--- config.mk ---
export PLATFORM = sky130hd
export DESIGN_NAME = stopwatch_ctrl_flat
export DESIGN_NICKNAME = d
export VERILOG_FILES = /design/src/rtl/stopwatch_ctrl_if.sv /design/src/rtl/stopwatch_ctrl.sv /design/src/flat_wrapper.sv
export SDC_FILE = /design/constraint.sdc
export NUM_CORES = 1
export LEC_CHECK = 0
export ABC_AREA = 1
export BUFFER_PORTS_ARGS = -buffer_cell sky130_fd_sc_hd__buf_2
export CAP_MARGIN = 20
export CORE_MARGIN = 2
export CORE_UTILIZATION = 60
export CTS_BUF_LIST = sky130_fd_sc_hd__clkbuf_8
export DETAILED_ROUTE_END_ITERATION = 6
export HOLD_SLACK_MARGIN = 0.05
export PLACE_DENSITY_LB_ADDON = 0.08
export SETUP_SLACK_MARGIN = 0.02
export SYNTH_ARGS = -nofsm -noshare
export SYNTH_HDL_FRONTEND = slang
export SYNTH_SLANG_ARGS = --single-unit
export TNS_END_PERCENT = 100
--- constraint.sdc ---
create_clock -name clk -period 1.6 [get_ports clk]
set_input_delay 0.16 -clock clk [delete_from_list [all_inputs] [get_ports clk]]
set_output_delay 0.16 -clock clk [all_outputs]
set_load 0.01 [all_outputs]
--- src/rtl/stopwatch_ctrl_if.sv ---
// Signal bundle between the stopwatch controller and its buttons, BCD datapath and display.
// The controller takes the master modport; the datapath/display side takes the slave modport.
interface stopwatch_ctrl_if;
   logic       btn_start_raw;
   logic       btn_lap_raw;
   logic [3:0] cnt_d0;
   logic [3:0] cnt_d1;
   logic [3:0] cnt_d2;
   logic [3:0] cnt_d3;
   logic       run;
   logic       clear;
   logic [3:0] disp_d0;
   logic [3:0] disp_d1;
   logic [3:0] disp_d2;
   logic [3:0] disp_d3;
   logic       lap_active;
   logic [1:0] state;

   modport master (
      input  btn_start_raw, btn_lap_raw,
      input  cnt_d0, cnt_d1, cnt_d2, cnt_d3,
      output run, clear,
      output disp_d0, disp_d1, disp_d2, disp_d3,
      output lap_active, state
   );

   modport slave (
      output btn_start_raw, btn_lap_raw,
      output cnt_d0, cnt_d1, cnt_d2, cnt_d3,
      input  run, clear,
      input  disp_d0, disp_d1, disp_d2, disp_d3,
      input  lap_active, state
   );
endinterface

--- src/rtl/stopwatch_ctrl.sv ---
// Stopwatch control FSM: debounces START/STOP and LAP/RESET, sequences idle/run/pause/lap,
// and drives the datapath enable/clear plus the live-or-frozen display digits.
module stopwatch_ctrl #(
   parameter int   DEBOUNCE_CYCLES = 4,
   parameter int   CNT_W           = 20,
   parameter logic STOP_AT_MAX     = 1'b1
) (
   input logic              clk,
   input logic              reset,
   stopwatch_ctrl_if.master sw
);

   localparam logic [1:0]       ST_IDLE   = 2'd0;
   localparam logic [1:0]       ST_RUN    = 2'd1;
   localparam logic [1:0]       ST_PAUSED = 2'd2;
   localparam logic [1:0]       ST_LAP    = 2'd3;
   localparam logic [CNT_W-1:0] DB_LAST   = CNT_W'(DEBOUNCE_CYCLES - 1);
   localparam logic [CNT_W-1:0] DB_ONE    = CNT_W'(1);

   // bit 0 = START/STOP, bit 1 = LAP/RESET
   logic [1:0]       sync1_q, sync2_q;
   logic [1:0]       deb_q, deb_d, deb_dly_q, press_s;
   logic [CNT_W-1:0] db_cnt_q [2];
   logic [CNT_W-1:0] db_cnt_d [2];
   logic [1:0]       state_q, state_d;
   logic             clear_q, clear_d;
   logic [15:0]      lap_q, cnt_s;
   logic             lap_we_s, at_max_s, max_stop_s, sp_s, lp_s;

   assign cnt_s      = {sw.cnt_d3, sw.cnt_d2, sw.cnt_d1, sw.cnt_d0};
   assign at_max_s   = (cnt_s == 16'h9599);
   assign max_stop_s = STOP_AT_MAX & at_max_s;
   assign press_s    = deb_q & ~deb_dly_q;
   assign sp_s       = press_s[0];
   assign lp_s       = press_s[1];

   // Debounce: accept the synchronised level only after it has differed for DEBOUNCE_CYCLES cycles
   always_comb begin
      for (int b = 0; b < 2; b++) begin
         deb_d[b]    = deb_q[b];
         db_cnt_d[b] = '0;
         if (sync2_q[b] != deb_q[b]) begin
            if (db_cnt_q[b] == DB_LAST) begin
               deb_d[b]    = sync2_q[b];
               db_cnt_d[b] = '0;
            end else begin
               db_cnt_d[b] = db_cnt_q[b] + DB_ONE;
            end
         end else begin
            db_cnt_d[b] = '0;
         end
      end
   end

   // Next-state logic; a start press outranks a lap press, and hitting 9:59.9 forces a pause
   always_comb begin
      state_d  = state_q;
      clear_d  = 1'b0;
      lap_we_s = 1'b0;
      case (state_q)
         ST_IDLE: begin
            if (sp_s) begin
               state_d = ST_RUN;
            end else if (lp_s) begin
               state_d = ST_IDLE;
               clear_d = 1'b1;
            end else begin
               state_d = ST_IDLE;
            end
         end
         ST_RUN: begin
            if (sp_s || max_stop_s) begin
               state_d = ST_PAUSED;
            end else if (lp_s) begin
               state_d  = ST_LAP;
               lap_we_s = 1'b1;
            end else begin
               state_d = ST_RUN;
            end
         end
         ST_LAP: begin
            if (sp_s || max_stop_s) begin
               state_d = ST_PAUSED;
            end else if (lp_s) begin
               state_d = ST_RUN;
            end else begin
               state_d = ST_LAP;
            end
         end
         ST_PAUSED: begin
            if (sp_s) begin
               state_d = ST_RUN;
            end else if (lp_s) begin
               state_d = ST_IDLE;
               clear_d = 1'b1;
            end else begin
               state_d = ST_PAUSED;
            end
         end
         default: begin
            state_d = ST_IDLE;
         end
      endcase
   end

   // State, button conditioning and lap latch registers
   always_ff @(posedge clk) begin
      if (reset) begin
         sync1_q     <= 2'b00;
         sync2_q     <= 2'b00;
         deb_q       <= 2'b00;
         deb_dly_q   <= 2'b00;
         db_cnt_q[0] <= '0;
         db_cnt_q[1] <= '0;
         state_q     <= ST_IDLE;
         clear_q     <= 1'b0;
         lap_q       <= 16'h0000;
      end else begin
         sync1_q     <= {sw.btn_lap_raw, sw.btn_start_raw};
         sync2_q     <= sync1_q;
         deb_q       <= deb_d;
         deb_dly_q   <= deb_q;
         db_cnt_q[0] <= db_cnt_d[0];
         db_cnt_q[1] <= db_cnt_d[1];
         state_q     <= state_d;
         clear_q     <= clear_d;
         if (lap_we_s) begin
            lap_q <= cnt_s;
         end else begin
            lap_q <= lap_q;
         end
      end
   end

   // run is combinational so the datapath stops on the very cycle it shows 9:59.9
   assign sw.run        = ((state_q == ST_RUN) || (state_q == ST_LAP)) && !max_stop_s;
   assign sw.clear      = clear_q;
   assign sw.state      = state_q;
   assign sw.lap_active = (state_q == ST_LAP);
   assign sw.disp_d0    = (state_q == ST_LAP) ? lap_q[3:0]   : sw.cnt_d0;
   assign sw.disp_d1    = (state_q == ST_LAP) ? lap_q[7:4]   : sw.cnt_d1;
   assign sw.disp_d2    = (state_q == ST_LAP) ? lap_q[11:8]  : sw.cnt_d2;
   assign sw.disp_d3    = (state_q == ST_LAP) ? lap_q[15:12] : sw.cnt_d3;

endmodule

--- src/flat_wrapper.sv ---
// flat-port wrapper written by rule: the top's interface ports become plain ports
module stopwatch_ctrl_flat 
#(
   parameter int   DEBOUNCE_CYCLES = 4,
   parameter int   CNT_W           = 20,
   parameter logic STOP_AT_MAX     = 1'b1
)
  (clk, reset, sw_btn_start_raw, sw_btn_lap_raw, sw_cnt_d0, sw_cnt_d1, sw_cnt_d2, sw_cnt_d3, sw_run, sw_clear, sw_disp_d0, sw_disp_d1, sw_disp_d2, sw_disp_d3, sw_lap_active, sw_state);
  stopwatch_ctrl_if sw_i ();
  input logic clk;
  input logic reset;
  input wire logic [$bits(sw_i.btn_start_raw)-1:0] sw_btn_start_raw;
  input wire logic [$bits(sw_i.btn_lap_raw)-1:0] sw_btn_lap_raw;
  input wire logic [$bits(sw_i.cnt_d0)-1:0] sw_cnt_d0;
  input wire logic [$bits(sw_i.cnt_d1)-1:0] sw_cnt_d1;
  input wire logic [$bits(sw_i.cnt_d2)-1:0] sw_cnt_d2;
  input wire logic [$bits(sw_i.cnt_d3)-1:0] sw_cnt_d3;
  output wire logic [$bits(sw_i.run)-1:0] sw_run;
  output wire logic [$bits(sw_i.clear)-1:0] sw_clear;
  output wire logic [$bits(sw_i.disp_d0)-1:0] sw_disp_d0;
  output wire logic [$bits(sw_i.disp_d1)-1:0] sw_disp_d1;
  output wire logic [$bits(sw_i.disp_d2)-1:0] sw_disp_d2;
  output wire logic [$bits(sw_i.disp_d3)-1:0] sw_disp_d3;
  output wire logic [$bits(sw_i.lap_active)-1:0] sw_lap_active;
  output wire logic [$bits(sw_i.state)-1:0] sw_state;
  assign sw_i.btn_start_raw = sw_btn_start_raw;
  assign sw_i.btn_lap_raw = sw_btn_lap_raw;
  assign sw_i.cnt_d0 = sw_cnt_d0;
  assign sw_i.cnt_d1 = sw_cnt_d1;
  assign sw_i.cnt_d2 = sw_cnt_d2;
  assign sw_i.cnt_d3 = sw_cnt_d3;
  assign sw_run = sw_i.run;
  assign sw_clear = sw_i.clear;
  assign sw_disp_d0 = sw_i.disp_d0;
  assign sw_disp_d1 = sw_i.disp_d1;
  assign sw_disp_d2 = sw_i.disp_d2;
  assign sw_disp_d3 = sw_i.disp_d3;
  assign sw_lap_active = sw_i.lap_active;
  assign sw_state = sw_i.state;
  stopwatch_ctrl #(.DEBOUNCE_CYCLES(DEBOUNCE_CYCLES), .CNT_W(CNT_W), .STOP_AT_MAX(STOP_AT_MAX)) u_core (.clk(clk), .reset(reset), .sw(sw_i));
endmodule
==> run summary, run 1 <==
The detail route stage leaves a number of antenna-violating nets equal to 0. The total placed cells including tap cells is around 620. Synthesis produced a little over 500 cells. Of the total power, registers draw 0.481. The signal arrival time at the worst endpoint came out at 1.44 ns. Sorting the synthesized cells by how often they occur yields sky130_fd_sc_hd__nand2_1 (118), sky130_fd_sc_hd__nor2_1 (98), sky130_fd_sc_hd__inv_1 (70). The highest achievable clock rate came out at around 630 MHz. The die height came out at 80.5 um. The layout net count came out at just under 600. The first global-routing pass estimated around 13000 um of wire.

The cell type contributing the most total cell area after synthesis is sky130_fd_sc_hd__dfxtp_1. For this run, the leading register cell type out of synthesis is sky130_fd_sc_hd__dfxtp_1. The final cell count without fillers came out at approximately 650. The via count of the first global-routing pass was ~3000. After floorplanning, the core was sized to cover between 0.005 and 0.006 sq mm. The synthesized flop and latch total is between 60 and 70. The post-detailed-placement cell area is around 0.0038 sq mm. The antenna cell count came out at 0. After global routing the overflow that remains totals 0. The internal power came out at around 2.7 mW. The clock arrives with between 0.01 and 0.015 ns of skew. The switching power as a share of total power came out at 0.224.

The die footprint came out at roughly 0.0065 sq mm. The maximum buffer depth of the clock tree came out at 2. The worst stage delay on the critical path is between 0.4 and 0.5 ns. Among all cell types in the netlist, the one instantiated most often is sky130_fd_sc_hd__nand2_1. The number of sinks on the clock net is 67. The area growth from synthesis to layout came out at 18.6%. Entering global routing, the biggest net connects 34 pins. The number of unique standard cell types used by synthesis is 31. The worst setup path is launched from a register.

The final non-filler cell area came out at ~0.0042 sq mm. The total wirelength of the detailed-routed design is slightly above 8000 um. The maximum VDD drop is 0.609 mV.

Power comes to about 3.5 mW. The number of optimization iterations in the first detailed-route pass came out at 5. The headroom to the max-slew limit came out at 0.755. The clock latency on the worst-skew pair is about 0.36 ns. The max-slew violation count is 0. After detailed routing, the wire length on met1 is around 3500 um.

The smallest clock period supported by the final layout is computed as approximately 1.6 ns. The setup violation total in the final timing report came out at 0. The detailed-placement wirelength estimate came out at approximately 5500 um. The TritonCTS clock tree is done. Each instance of the synthesized netlist takes up on average approximately 6.8 sq um. Dividing the final minimum period by the clock period gives 0.999.

The final hold violation count came to 0. At the worst endpoint, the required time is 1.44 ns. The portion of the post-synthesis area used by sequential elements is 0.382. For this run, design rule violations remaining after detail routing come to 0. The setup TNS after final layout is 0 ns. The count of port buffers added during placement came out at 40. The TritonCTS buffer count came out at 9.

The post-synthesis cell area is roughly 0.0035 sq mm. The wire length on met2 came out at 3980 um. Counting flops with a built-in enable in the synthesized netlist gives 0. The initial antenna violation count is 0. 41 I/O pins were placed. Of the cells placed in the final design, the portion with a size suffix greater than 1 is 0.191. The run finished with clean final reports. The number of vias after detailed routing came out at about 3400. The filler cells instantiated in the layout total 456.

The area share of the leading cell type in the synthesized netlist is 0.382. The signal on the critical path passes through nand2_1 -> buf_8 -> o21ai_0 -> buf_2. The total length of routed met3 wires came out at between 300 and 400 um. The number of buffers and inverters on the critical path is 2. For this run, asynchronously set or reset flops after synthesis account for 0. The row count came out at 27. The H-tree depth is 3. Setup repair after global routing could not meet its margin everywhere. For this design, the slowest cell found on the critical path is sky130_fd_sc_hd__dfxtp_1. The cell sitting at the root of the clock tree is a sky130_fd_sc_hd__clkbuf_8.

In this design, the largest share of critical-path delay is due to flip-flops. The worst min-delay path class is primary input to register. The violation count after the first detailed-route iteration is 170.

The static power due to leakage came out at around 1.8 nW. Sorting the synthesized cells by area gives the leading types as sky130_fd_sc_hd__dfxtp_1 (38%), sky130_fd_sc_hd__nand2_1 (13%), sky130_fd_sc_hd__nor2_1 (10%). The setup path with the least slack is of type register to primary output. The total power per unit cell area is around 840 mW/mm^2. After detailed routing, no signal wire sits above met4. The transition time of the tightest slew-check pin came out at between 0.3 and 0.4 ns.

The total of max-cap violations is 0. The starting density of the core is 0.631. The final routed wire length divided by cell count is 12.4 um. The via-per-instance ratio is 5.23. The clock transition at the registers of the reported paths came out at roughly 0.080 ns.

The relative contribution of the clock network to total power came out at 0.478. The routability-driven placement congestion ratio is slightly below 0.9. The overall track demand over capacity in global routing is 0.257. The total number of yosys warnings is 0.

The maximum fanout along the worst path came out at 33. The worst setup path is captured at a primary output. The analysis attributes to net switching a power of 0.781 mW. The net count after synthesis is 540. The share of power burned in combinational logic came out at 0.041. The horizontal extent of the die came out at 80.5 um.
==> sequential cells by signal, summed over array words and instances, names as in the netlist <==
register	count
u_core.db_cnt_q	40
u_core.deb_dly_q	2
u_core.deb_q	2
u_core.lap_q	16
u_core.sw.clear	1
u_core.sw.state	2
u_core.sync1_q	2
u_core.sync2_q	2
==> cells by family (layout without fill, tap and decap cells) <==
group / count (synthesis) / count (layout) / synth area share
flip-flops: 67 / 67 / 0.382
AND/OR/NAND/NOR: 302 / 302 / 0.407
adder cells (fa/ha/maj): 2 / 2 / 0.00712
buffers and inverters: 88 / 146 / 0.104
XOR/XNOR: 12 / 12 / 0.0299
AO/OA/AOI/OAI: 47 / 47 / 0.0698
==> worst paths after layout <==
path,from,endpoint,slack (ns),cells after the start
min reg2reg,u_core.sync1_q[0],u_core.sync2_q[0],0.41,2
max,u_core.sw.state[1],sw_disp_d0[2],0.002,4
max reg2reg,u_core.db_cnt_q[0][21],u_core.db_cnt_q[0][36],0.18,7
min,sw_cnt_d3[0],u_core.lap_q[12],0.06,3
==> power by group through the flow <==
stage	logic (mW)	registers, mW	clock network (mW)
5_1_grt	0.160	1.68	1.75
6_report	0.144	1.68	1.66
4_1_cts	0.141	1.68	1.69
3_3_place_gp	0.129	1.71	0
3_5_place_dp	0.131	1.71	0
2_1_floorplan	0.0627	1.71	0
==> routing by layer <==
layer | vias to the layer above | GRT usage
met1 | 1545 | 0.309
li1 | 1738 | -
met3 | 23 | 0.0404
met5 | - | 0
met2 | 84 | 0.432
met4 | 0 | 0.149
==> cell usage in the layout (no fill, tap or decap), types with 2 or more instances in the layout <==
cell type	count
sky130_fd_sc_hd__nand2_1	116
sky130_fd_sc_hd__nor2_1	98
sky130_fd_sc_hd__inv_1	70
sky130_fd_sc_hd__dfxtp_1	66
sky130_fd_sc_hd__buf_2	40
sky130_fd_sc_hd__nand3_1	23
sky130_fd_sc_hd__a21oi_1	19
sky130_fd_sc_hd__o21ai_0	18
sky130_fd_sc_hd__nand4_1	16
sky130_fd_sc_hd__xor2_1	12
sky130_fd_sc_hd__clkbuf_8	11
sky130_fd_sc_hd__nor3_1	9
sky130_fd_sc_hd__o21ai_1	7
sky130_fd_sc_hd__nand2_2	7
sky130_fd_sc_hd__nor3_2	6
sky130_fd_sc_hd__nor2_2	6
sky130_fd_sc_hd__inv_2	5
sky130_fd_sc_hd__nor3b_2	5
sky130_fd_sc_hd__dlygate4sd3_1	5
sky130_fd_sc_hd__buf_4	5
sky130_fd_sc_hd__nor3_4	4
sky130_fd_sc_hd__nand3_2	3
sky130_fd_sc_hd__buf_12	3
sky130_fd_sc_hd__a21oi_2	2
sky130_fd_sc_hd__or2_0	2
sky130_fd_sc_hd__nor4_1	2
sky130_fd_sc_hd__nand3b_1	2
sky130_fd_sc_hd__clkinvlp_4	2
sky130_fd_sc_hd__bufinv_16	2
==> stage by stage <==
stage | worst slack [ns] | hold slack [ns] | utilization
finish | 0.00150 | 0.0575 | 0.748
global route | -0.0240 | 0.0769 | 0.748
CTS | 0.0143 | 0.0535 | 0.732
detailed placement | 0.159 | 0.372 | 0.681
global placement | 0.211 | 0.361 | 0.681
floorplan | 0.249 | 0.267 | -
==> area by class of cell <==
type                       count  area, sq um  area share
inverter                      75          282      0.0675
multi-input combinational    363         1830       0.439
clock inverter                 5         83.8      0.0201
timing repair buffer          55          388      0.0930
tap                           72         90.1      0.0216
sequential                    67         1340       0.322
clock buffer                  11          151      0.0363
==> tightest hold or removal path, cell delays in order <==
cell	delay [ns]
sky130_fd_sc_hd__buf_2	0.09
sky130_fd_sc_hd__nor2_1	0.04
sky130_fd_sc_hd__nor2_1	0.09
==> timing repair <==
action | CTS | global route
hold buffers | 5 | 0
gates cloned | 0 | 1
pin swaps | 0 | 1
endpoints found under the hold margin | 5 | 0
setup buffers | 0 | 2
setup endpoints to repair | 2 | 54
resized for setup | 2 | 16
Note: power is estimated with default switching activity, not from simulation.
==> run 2, diff against run 1 <==
--- a/config.mk
+++ b/config.mk
@@ -8,3 +8,3 @@
 export ABC_AREA = 1
-export BUFFER_PORTS_ARGS = -buffer_cell sky130_fd_sc_hd__buf_2
+export BUFFER_PORTS_ARGS = -buffer_cell sky130_fd_sc_hd__clkbuf_2
 export CAP_MARGIN = 20
@@ -14,2 +14,3 @@
 export DETAILED_ROUTE_END_ITERATION = 6
+export GPL_TIMING_DRIVEN = 0
 export HOLD_SLACK_MARGIN = 0.05
--- a/constraint.sdc
+++ b/constraint.sdc
@@ -3,2 +3,2 @@
 set_output_delay 0.16 -clock clk [all_outputs]
-set_load 0.01 [all_outputs]
+set_load 0.02 [all_outputs]
==> run 2 against run 1 <==
Effect of this change: global-route usage grew 0.59 points; critical path depth is the same; highest routed layer unchanged; critical path type unchanged; worst setup slack gained 0.071 ns; clock-buffer cell count shrank 1; clock power grew 5%; die area is the same; routed wire length shrank 2.8%; utilization shrank 0.38 points; via count shrank 1.2%; first-iteration DRC count shrank 6.5%.
==> run summary, run 2 (synthesis results as in run 1) <==
The flow ran to the end, and the final reports show no timing, DRC or antenna violations. The total congestion overflow after global routing is 0. The H-tree depth is 3. The number of flip-flops in the largest register is 40. In this run the worst path has a maximum fanout of 10. TritonCTS built the clock tree. The total power per unit cell area is 863 mW/mm^2. The post-route minimum period came out at 1.53 ns. The number of optimization iterations in the first detailed-route pass is 5. The detailed-placement wirelength estimate is 5730 um. The total of max-cap violations came out at 0. STA puts the critical path data required time at around 1.4 ns. The post-route clock skew is around 0.012 ns. The max-slew violation count came to 0. Clock tree synthesis selected as its root buffer the cell sky130_fd_sc_hd__clkbuf_8. Setup slack on the critical path of the routed design comes to 0.0722 ns. The horizontal extent of the die is 80.5 um. The post-CTS setup buffer count came out at 0.

The final hold violation count is 0. The overall track demand over capacity in global routing is 0.263. The maximum VDD drop came out at around 0.88 mV.

The pin count of the biggest net entering global routing is 13. The fraction of final layout cells with drive strength greater than 1 is 0.203. The TritonCTS buffer count is 9.

The part of the cycle the worst path needs is 0.955. The most frequent standard cell in the layout excluding fill and tap cells is sky130_fd_sc_hd__nand2_1. The sort of element at the end of the critical path is a primary output. The setup violation total in the final timing report came out at 0. The worst setup slack after placement came out at -0.0460 ns. The DRC violation count after routing came out at 0. The clock transition at the registers of the reported paths came out at roughly 0.080 ns. The signal arrival time at the worst endpoint is about 1.4 ns. The area of the multi-input gates came out at around 0.0018 sq mm. The first routing iteration left 159 violations. The headroom to the max-slew limit is 0.806. The via count of the first global-routing pass came out at 3130. The routability-driven placement congestion ratio came out at slightly above 0.9.

The count of boundary I/O pins is 41. The worst setup path is launched from a register. The first global-routing pass estimated about 13000 um of wire. The initialized floorplan defines 27 standard-cell rows. The tightest min-delay check is of the primary input to register type. The remaining antenna violation count after routing is 0. The longest clock path from root to sink contains 2 buffers. The via-per-instance ratio is around 5.2.

The top cell types in the final layout, fill and taps aside, are sky130_fd_sc_hd__nand2_1 (117), sky130_fd_sc_hd__nor2_1 (98), sky130_fd_sc_hd__inv_1 (69). The starting density of the core is 0.631. Adding up every negative setup slack in the final design gives 0 ns. Summed over all layers, the routed wires come to just under 8000 um.

The area growth from synthesis to layout came out at 18.0%. The final routed wire length divided by cell count is about 12 um. The floorplan step set the die height to approximately 81 um. The transition time of the tightest slew-check pin came out at approximately 0.29 ns. The static power due to leakage came out at between 1.5 and 2 nW. The setup path with the least slack is of type register to primary output. The register with the most flip-flops in the final layout is u_core.db_cnt_q. The core region is 0.00557 sq mm. The layout net count came out at around 590.

The clock latency on the worst-skew pair is around 0.34 ns. The die covers ~0.0065 sq mm. The antenna cell count came out at 0.

The filler cell count in the final layout is approximately 460. The area occupied by registers is 0.00135 sq mm. The count of buffers added on input and output ports is 39.

The initial antenna violation count is 0. Setup repair after global routing left no endpoint under its margin. The routed layout has 3350 vias.

The clock drives 67 sinks. In the final layout, the registers with the most flip-flops are u_core.db_cnt_q (40), u_core.lap_q (16). Static timing analysis puts the maximum clock frequency at between 600 and 700 MHz.
==> run 2: changes by cell type in the layout (fill, tap and decap cells not counted), moves of 3 or more <==
| cell | change |
|---|---|
| sky130_fd_sc_hd__buf_12 | -3 |
| sky130_fd_sc_hd__buf_6 | +4 |
| sky130_fd_sc_hd__clkbuf_2 | +26 |
| sky130_fd_sc_hd__buf_4 | +4 |
| sky130_fd_sc_hd__buf_2 | -27 |
| sky130_fd_sc_hd__dlygate4sd3_1 | -3 |
| sky130_fd_sc_hd__dfxtp_1 | -4 |
==> run 2: worst max-delay path, stage by stage (launching register included) <==
cell,delay (ns)
sky130_fd_sc_hd__dfxtp_2,0.39
sky130_fd_sc_hd__nand2_4,0.09
sky130_fd_sc_hd__buf_4,0.18
sky130_fd_sc_hd__o21ai_0,0.17
sky130_fd_sc_hd__buf_2,0.20
==> run 2: stage by stage <==
stage	util	std cells	hold WS (ns)	power (mW)	cell area (sq um)
global route	0.744	647	0.0745	3.68	4150
floorplan	-	518	0.267	1.79	3510
global placement	0.682	629	0.352	1.86	3800
finish	0.744	647	0.0695	3.58	4150
detailed placement	0.682	629	0.357	1.86	3800
CTS	0.735	647	0.0680	3.59	4100
==> run 2: final cells by class <==
type                    instances  share of cell area
repair buffers                 41              0.0543
clock inverters                 6              0.0268
clock buffers                  10              0.0332
well taps                      72              0.0217
multi-input cells             363               0.445
plain buffers                  13              0.0247
inverters                      75              0.0679
flip-flops and latches         67               0.326
==> run 2: path summary, 6_finish.rpt <==
kind                          startpoint                endpoint  slack, ns  cells past startpoint
setup reg to reg  u_core.db_cnt_q[0][21]  u_core.db_cnt_q[0][34]       0.11                      7
setup / recovery      u_core.sw.state[0]           sw_disp_d2[0]       0.07                      4
hold reg to reg        u_core.sync1_q[1]       u_core.sync2_q[1]       0.41                      2
hold / removal              sw_cnt_d1[0]         u_core.lap_q[4]       0.07                      3
==> run 2: repair_timing <==
action	4_1_cts	5_1_grt
endpoints found under the hold margin	2	0
endpoints found under the setup margin	40	54
hold buffers	2	0
pin swaps	0	1
resized for setup	15	36
==> run 2: where the power goes <==
part / switching (mW) / internal, mW
Sequential: 0.00491 / 1.67
Clock: 0.670 / 1.08
Combinational: 0.0939 / 0.0587
==> run 2: layer usage <==
layer,vias up,wire length [um],GRT usage,share of wire
met2,84,3780,0.445,0.48
met5,-,0,0,0
met4,0,125,0.115,0.016
met3,12,370,0.0371,0.047
met1,1521,3550,0.332,0.45
li1,1733,-,-,-
